==> config.mk <==
export PLATFORM = sky130hd
export DESIGN_NAME = posit_encoder
export DESIGN_NICKNAME = d
export VERILOG_FILES = /design/src/rtl/posit_pkg.sv /design/src/rtl/posit_round.sv /design/src/rtl/posit_encoder.sv
export SDC_FILE = /design/constraint.sdc
export NUM_CORES = 1
export LEC_CHECK = 0
export BUFFER_PORTS_ARGS = -buffer_cell sky130_fd_sc_hd__buf_2
export CAP_MARGIN = 15
export CORE_ASPECT_RATIO = 0.5
export CORE_MARGIN = 3
export CORE_UTILIZATION = 61
export DETAILED_ROUTE_END_ITERATION = 12
export HOLD_SLACK_MARGIN = 0.08
export PLACE_DENSITY = 0.86
export SYNTH_ARGS = -nofsm -noshare
export SYNTH_HDL_FRONTEND = slang
export SYNTH_SLANG_ARGS = --single-unit
==> constraint.sdc <==
create_clock -name clk_i -period 5.9 [get_ports clk_i]
set_input_delay 0.59 -clock clk_i [delete_from_list [all_inputs] [get_ports clk_i]]
set_output_delay 0.59 -clock clk_i [all_outputs]
set_load 0.05 [all_outputs]
==> src/rtl/posit_pkg.sv <==
// Shared posit types, sizing constants and special-value helpers.
// Latency: n/a (package only).
// Backpressure: n/a (package only).
package posit_pkg;

    localparam int POSIT_WIDTH = 8;
    localparam int POSIT_EXP   = 2;
    // Widest fraction that can appear in a word, and signed regime width.
    localparam int MTS  = POSIT_WIDTH - 3 - POSIT_EXP;
    localparam int REGI = $clog2(POSIT_WIDTH) + 1;

    typedef enum logic [1:0] {
        PCLS_NORM = 2'd0,
        PCLS_ZERO = 2'd1,
        PCLS_NAR  = 2'd2
    } pcls_t;

    // Largest positive posit: 0 followed by w-1 ones.
    function automatic logic [31:0] posit_maxpos(input int w);
        return (32'd1 << (w - 1)) - 32'd1;
    endfunction

    // Smallest positive posit: 0...01.
    function automatic logic [31:0] posit_minpos(input int w);
        return (w > 1) ? 32'd1 : 32'd0;
    endfunction

    // NaR: 1 followed by w-1 zeros.
    function automatic logic [31:0] posit_nar(input int w);
        return 32'd1 << (w - 1);
    endfunction

    // NaR dominates zero; anything else is a normal value.
    function automatic pcls_t get_vld(input logic nar, input logic zero);
        if (nar)
            return PCLS_NAR;
        else if (zero)
            return PCLS_ZERO;
        else
            return PCLS_NORM;
    endfunction

endpackage

==> src/rtl/posit_round.sv <==
// Round-to-nearest-even on a posit magnitude, saturating at maxpos.
// Latency: combinational.
// Backpressure: none (pure function of its inputs).
// Ports: m_i magnitude (MW bits), g_i guard bit, s_i sticky OR,
//        m_o rounded magnitude. RND_EN=0 turns it into a pass-through.
module posit_round #(
    parameter int MW     = 7,
    parameter bit RND_EN = 1'b1
) (
    input  logic [MW-1:0] m_i,
    input  logic          g_i,
    input  logic          s_i,
    output logic [MW-1:0] m_o
);

    logic          inc;
    logic [MW:0]   sum;

    assign inc = RND_EN & g_i & (s_i | m_i[0]);
    assign sum = {1'b0, m_i} + {{MW{1'b0}}, inc};
    // A carry out only happens from all-ones, i.e. maxpos: stay there
    // instead of wrapping into the NaR pattern.
    assign m_o = sum[MW] ? {MW{1'b1}} : sum[MW-1:0];

endmodule

==> src/rtl/posit_encoder.sv <==
// Packs decoded posit fields into a WIDTH-bit word with RNE rounding and saturation.
// Latency: 2 cycles from accept to vld_o; 1 result per cycle.
// Backpressure: valid/ready both sides; output holds while stalled, rdy_o drops only when both stages are full.
// Ports: clk_i, rst (sync, active-high); vld_i/rdy_o with sign_i, regi_i (signed k),
//        exp_i, frac_i, sticky_i, zero_i, nar_i; pout/vld_o/rdy_i on the output.
// Build option: POSIT_ENC_ROUND_EN selects round-to-nearest-even; without it, truncation.
module posit_encoder
    import posit_pkg::*;
#(
    parameter int WIDTH = POSIT_WIDTH,
    parameter int EXP   = POSIT_EXP,
    parameter int FRAC  = WIDTH
) (
    input  logic                   clk_i,
    input  logic                   rst,
    input  logic                   vld_i,
    output logic                   rdy_o,
    input  logic                   sign_i,
    input  logic [$clog2(WIDTH):0] regi_i,
    input  logic [EXP-1:0]         exp_i,
    input  logic [FRAC-1:0]        frac_i,
    input  logic                   sticky_i,
    input  logic                   zero_i,
    input  logic                   nar_i,
    output logic [WIDTH-1:0]       pout,
    output logic                   vld_o,
    input  logic                   rdy_i
);

    localparam int MW = WIDTH - 1;          // magnitude width
    localparam int TW = EXP + FRAC + 1;     // exp + frac + sticky
    localparam int BW = WIDTH + TW;         // body: longest regime (WIDTH bits) + tail

    localparam logic [WIDTH-1:0] MAXPOS = WIDTH'(posit_maxpos(WIDTH));
    localparam logic [WIDTH-1:0] MINPOS = WIDTH'(posit_minpos(WIDTH));
    localparam logic [WIDTH-1:0] NARW   = WIDTH'(posit_nar(WIDTH));

`ifdef POSIT_ENC_ROUND_EN
    localparam bit RND_EN = 1'b1;
`else
    localparam bit RND_EN = 1'b0;
`endif

    logic          v1, v2;
    logic          ld1, ld2;
    pcls_t         cls1;
    logic          sign1;
    logic [BW-1:0] body1;
    logic [BW-1:0] body_c;
    logic [TW-1:0] tail;
    int            k;

    // Stage 2 loads when empty or draining; stage 1 when empty or advancing.
    assign ld2   = v1 & (~v2 | rdy_i);
    assign rdy_o = ~v2 | rdy_i | ~v1;
    assign ld1   = vld_i & rdy_o;
    assign vld_o = v2;

    assign tail = {exp_i, frac_i, sticky_i};

    // Left-aligned body. Out-of-range k is replaced by a body whose top
    // bits are maxpos/minpos with nothing below, so rounding leaves it alone.
    always_comb begin
        k      = int'($signed(regi_i));
        body_c = '0;
        if (k > WIDTH - 2)
            body_c = {MAXPOS[MW-1:0], {(TW + 1){1'b0}}};
        else if (k < -(WIDTH - 2))
            body_c = {MINPOS[MW-1:0], {(TW + 1){1'b0}}};
        else if (k >= 0)
            // k+1 ones, terminating 0, then the tail
            body_c = ~({BW{1'b1}} >> (k + 1)) | ({tail, {WIDTH{1'b0}}} >> (k + 2));
        else
            // -k zeros, terminating 1, then the tail
            body_c = ({1'b1, {(BW - 1){1'b0}}} >> (-k)) | ({tail, {WIDTH{1'b0}}} >> (1 - k));
    end

    logic [MW-1:0]    m_s2, m_fin;
    logic             g_s2, s_s2;
    logic [WIDTH-1:0] mag, p_c;

    assign m_s2 = body1[BW-1 -: MW];
    assign g_s2 = body1[BW-MW-1];
    assign s_s2 = |body1[BW-MW-2:0];

    posit_round #(
        .MW     (MW),
        .RND_EN (RND_EN)
    ) u_round (
        .m_i (m_s2),
        .g_i (g_s2),
        .s_i (s_s2),
        .m_o (m_fin)
    );

    assign mag = {1'b0, m_fin};

    always_comb begin
        p_c = mag;
        case (cls1)
            PCLS_NAR:  p_c = NARW;
            PCLS_ZERO: p_c = '0;
            default:   p_c = sign1 ? (~mag + WIDTH'(1)) : mag;
        endcase
    end

    always_ff @(posedge clk_i) begin
        if (rst) begin
            v1    <= 1'b0;
            v2    <= 1'b0;
            cls1  <= PCLS_ZERO;
            sign1 <= 1'b0;
            body1 <= '0;
            pout  <= '0;
        end else begin
            if (ld1) begin
                v1    <= 1'b1;
                cls1  <= get_vld(nar_i, zero_i);
                sign1 <= sign_i;
                body1 <= body_c;
            end else if (ld2) begin
                v1 <= 1'b0;
            end

            if (ld2) begin
                v2   <= 1'b1;
                pout <= p_c;
            end else if (rdy_i) begin
                v2 <= 1'b0;
            end
        end
    end

endmodule

Yosys cells after proc, flatten, opt, wreduce, memory -nomap -nowiden
Cells that the tools add are included.
{ "word_totals": {"memories": 0, "latchBits": 0, "register_bits": 32, "output_inout_bits": 10, "mem_bits_rw": 0, "rom_bits": 0} }
{ "classes": {"n_div": 0, "reduce_logical": 2, "n_shift": 4, "multipliers": 0, "n_eq_ne": 2, "mux": 11, "order_cmp": 3, "n_bitwise": 10, "n_addsub": 5} }
{ "ops": {"columns": ["op", "count"], "rows": [
  [">> shifter 19 x 32 -> 19 bit", 2],
  [">> shifter 19 x 32 -> 19 bit, first input constant", 2],
  ["2-to-1 mux 19 bit", 3],
  ["OR 19 bit", 2],
  ["negator 4 -> 32 bit", 1],
  ["NOT 19 bit", 1],
  ["case mux 8 bit (2 select lines)", 1],
  ["adder 8 x 1 -> 8 bit, second input constant", 1],
  ["2-to-1 mux 8 bit", 1],
  ["NOT 7 -> 8 bit", 1],
  ["adder 4 x 2 -> 5 bit, second input constant", 1],
  ["adder 4 x 3 -> 5 bit, second input constant", 1],
  ["2-to-1 mux 1 bit", 5],
  ["subtractor 2 x 4 -> 5 bit, first input constant", 1],
  [">= comparator 4 x 1 -> 1 bit, second input constant", 1],
  ["greater-than comparator 4 bit, second input constant", 1],
  ["< comparator 4 bit, second input constant", 1],
  ["nonzero test 2 bit", 2],
  ["bitwise AND 1 bit", 2],
  ["equality test 2 x 1 -> 1 bit, second input constant", 1],
  ["equality test 2 bit, second input constant", 1],
  ["2-to-1 mux 2 bit", 1],
  ["NOT 1 bit", 2],
  ["OR 1 bit", 2]
]} }

Longest topological paths before layout
{ "logic_depth": {"ltp_word": 7, "depth_mapped": 11} }

By module
A second synthesis with hierarchy kept.
{ "unflattened": {"cells_unflattened": 468, "area_unflattened_um2": 3447.1} }
{ "modules_own_cells": {"columns": ["mod", "area_per_inst_um2", "n_inst", "cells_per_inst"], "rows": [
  ["posit_encoder", 3394.5, 1, 461],
  ["posit_round", 52.6, 1, 7]
]} }

Worst setup path after synthesis
No wires, ideal clock.
{ "synth_timing": {"path_type": "in2reg", "from": "input regi_i[0]", "to": "register body1[17]", "setup_time_ns": 0.059, "slack_ns": 3.364, "path_stages": 11, "n_path_buf": 2, "arrival_time_ns": 2.477, "path_cell_list": "buf_2 -> buf_2 -> inv_2 -> ha_1 -> nand2_1 -> ha_1 -> nor4_1 -> nand3b_1 -> o32a_1 -> a311oi_1 -> and2_1"} }
{ "synth_via": {"elab_chain_len": 7, "word_cells_on_any_way": 17, "classes_between": "add/sub (4); order compare (3); shift (4); mux (3); bitwise (3)"} }
{ "synth_lines": {"columns": ["element", "line_no", "rtl"], "rows": [
  ["from (decl)", "posit_encoder.sv:19", "input logic [$clog2(WIDTH):0] regi_i,"],
  ["adder 4 x 2 -> 5 bit", "posit_encoder.sv:72", "body_c = ~({BW{1'b1}} >> (k + 1)) | ({tail, {WIDTH{1'b0}}} >> (k + 2));"],
  [">> shifter 19 x 32 -> 19 bit", "posit_encoder.sv:72", null],
  ["NOT 19 bit", "posit_encoder.sv:72", null],
  ["OR 19 bit", "posit_encoder.sv:72", null],
  ["2-to-1 mux 19 bit", "posit_encoder.sv:70", "else if (k >= 0)"],
  ["2-to-1 mux 19 bit", "posit_encoder.sv:68", "else if (k < -(WIDTH - 2))"],
  ["2-to-1 mux 19 bit (*)", "posit_encoder.sv:66", "if (k > WIDTH - 2)"],
  ["to (signal assigned)", "posit_encoder.sv:120", "body1 <= body_c;"],
  ["to (decl)", "posit_encoder.sv:48", "logic [BW-1:0] body1;"]
]} }
Mark *: on every way between the ends. The rest lies on a longest branch, timed or not.
A chain may end at the register's enable or synchronous reset.

Final worst setup path
{ "layout_timing": {"from": "input regi_i[1]", "to": "register body1[12]"} }
The elaborated chain is that of the path after synthesis.

==> results_dict.tcl <==
set metrics [dict create \
    status "complete, no violations" \
    grt_pass1_wl_um 7870 \
    clkTransAtPathRegs_ns 0.07 \
    yosys_warnings 0 \
    synth_top_family_by_area "compound AO/OA/AOI/OAI gates" \
    cp_data_arrival_time_ns 2.98 \
    drv_cap 0 \
    ys_types 56 \
    synth-main-ff-cell "dfxtp_1" \
    synth_compound_area_share_pct 28.1 \
    cts_root_buffer "clkbuf_8" \
    worstPathRequired_ns 6.05 \
    fin_area_mm2 0.00201 \
    cts_hold_buf 0 \
    hold_viol_final 0 \
    hpwl_um 3500 \
    whs_ns 0.449 \
    rsz0062_at_grt "false" \
    antenna_cells 0 \
    num_rows 13 \
    clockBufferDepth 2 \
    worst_r2r_path_depth 7 \
    wl_per_cell_um 15.6 \
    start_kind "input port" \
    finalNonFillerCells 299 \
    worstSkewPairLatency_ns 0.25 \
    path_max_fanout 20 \
    hold_path_startpoint "pout[1]" \
    io_buffers 27 \
    ys_seq_elements 20 \
    cts_setup_buffers 0 \
    post_dp_cell_area_mm2 0.00197 \
    syn_to_final_growth_pct 8.22 \
    clock-sinks 20 \
    postSynthAreaPerCell_um2 7.52 \
    slew_headroom_pct 63.0 \
    place_congestion 0.919 \
    yosys.area.top_type "dfxtp_1" \
    fin_util_pct 73.1 \
    die_w_um 84.1 \
    start_util_pct 67.6 \
    nets 299 \
    drtIter0Drc 102 \
    vias 1875 \
    chipHeight_um 45.0 \
    dieArea_mm2 0.00378 \
    synthTopCellsByCount "26 x nand2_1, 20 x a21oi_1, 20 x dfxtp_1" \
    critPathKind "input port to flip-flop" \
    final.setup.worst_slack_ns 3.07 \
    cts_tree "done" \
    drt_wl_total_um 4660 \
    finalSetupViolCount 0 \
    cts_resized 0 \
    synthMuxAreaShare_pct 6.53 \
    holdPathEnd "pout[1]" \
    netlist.area_leader.share_pct 21.5 \
    min_period_over_period_pct 48.0 \
    power_density_mw_per_mm2 180 \
    worst_pin_slew_ns 0.556 \
    synth-simple-area-share_pct 25.1 \
    ys_seq_area_share_pct 21.5 \
    period_needed_ns 2.83 \
    fin_skew_ns 0.000789 \
    synth-async-reset-ratio_pct 0 \
    min_path_type "flip-flop to flip-flop" \
    timing.fmax_mhz 353 \
    syn_nets 282 \
    drc 0 \
    synthXorXnorAreaFrac_pct 3.30 \
    antenna_found_initial 0 \
    grt_max_degree 30 \
    firstDrtPassIters 4 \
    dp.cells 296 \
    drive_gt1_share_pct 13.4 \
    routed_via_density 6.27 \
    peakVddDrop_uv 176 \
    synth_most_common_cell "nand2_1" \
    io-pin-count 32 \
    cts_max_level 1 \
    grt_usage_pct 25.7 \
    syn_area_mm2 0.00186 \
    power.total_mw 0.361 \
    dpl_worst_slack_ns 2.85 \
    core_area_mm2 0.00275 \
    hold_depth 2 \
    synth_fa_ha_area_share_pct 8.75 \
    r2r_start "body1[12]" \
    syn_inst 247 \
    crit_path_end_kind "flip-flop" \
    grt.overflow.total 0 \
    r2r_slack_ns 4.14 \
    tns_ns 0 \
    synth_enable_flop_cells 0 \
    maxSlewViolCount 0 \
    grt_pass1_vias 1720 \
    yosys-top-cells-area "dfxtp_1 22%, ha_1 8.8%, mux2i_1 5.9%, a21oi_1 5.4%, nand2_1 5.3%" \
    antenna_left 0 \
    r2r-end "pout[6]" \
    cts_made_buffers 3 \
    leakagePower_nw 0.837 \
]
-- cell usage in the layout (no fill, tap or decap), types with 6 or more instances in the layout --
master	n
buf_2	27
nand2_1	26
a21oi_1	20
dfxtp_1	20
nor2_1	15
inv_1	13
ha_1	13
o21ai_0	12
mux2i_1	11
nand3_1	9
nor3_1	6
xnor2_1	6
-- registers in the layout (all words and copies together) (netlist names) --
name   count
sign1      1
body1      7
cls1       2
v1         1
pout       8
vld_o      1
-- how the worst max path moves through the flow --
stage / from / to / slack [ns] / cells past startpoint
floorplan: regi_i[0] / body1[17] / 3.36 / 11
global placement: regi_i[1] / body1[12] / 2.88 / 10
detailed placement: regi_i[1] / body1[12] / 2.85 / 10
CTS: regi_i[1] / body1[12] / 3.11 / 10
global route: regi_i[1] / body1[14] / 2.87 / 8
finish: regi_i[1] / body1[12] / 3.07 / 10
-- final cells by class --
cell class,instances,area [µm²]
clock buffers,3,41.3
fillers,230,738
inverters,14,52.6
multi-input cells,198,1340
flip-flops and latches,20,400
well taps,37,46.3
repair buffers,27,135
-- layer usage --
metal / global-route usage [%] / share of wire (%) / wire length (µm) / vias up
li1: - / - / - / 952
met1: 35.0 / 47 / 2210 / 863
met2: 44.0 / 46 / 2130 / 53
met3: 2.37 / 5.5 / 258 / 7
met4: 8.65 / 1.3 / 59 / 0
met5: 0 / 0 / 0 / -
-- kinds of logic (layout without fill, tap and decap cells) --
group	Yosys count	in the layout
AO/OA/AOI/OAI	76	76
XOR/XNOR	7	7
adder cells (fa/ha/maj)	13	13
buffers and inverters	29	44
flip-flops	20	20
multiplexers	12	12
AND/OR/NAND/NOR	90	90
-- worst max-delay path, cell delays in order --
cell and delay (ns):
buf_2 0.22, inv_1 0.29, ha_1 0.23, ha_1 0.14, nand2_1 0.05, ha_1 0.19
nor4_1 0.44, nand3_1 0.19, o311a_1 0.33, a311oi_1 0.32
-- power breakdown --
part           switching, mW  total (mW)  internal (mW)  leakage, nW
Clock                 0.0409      0.0863         0.0454       0.0216
Combinational         0.0764       0.124         0.0472        0.651
Sequential           0.00790       0.151          0.143        0.164
Note: power is estimated with default switching activity, not from simulation.
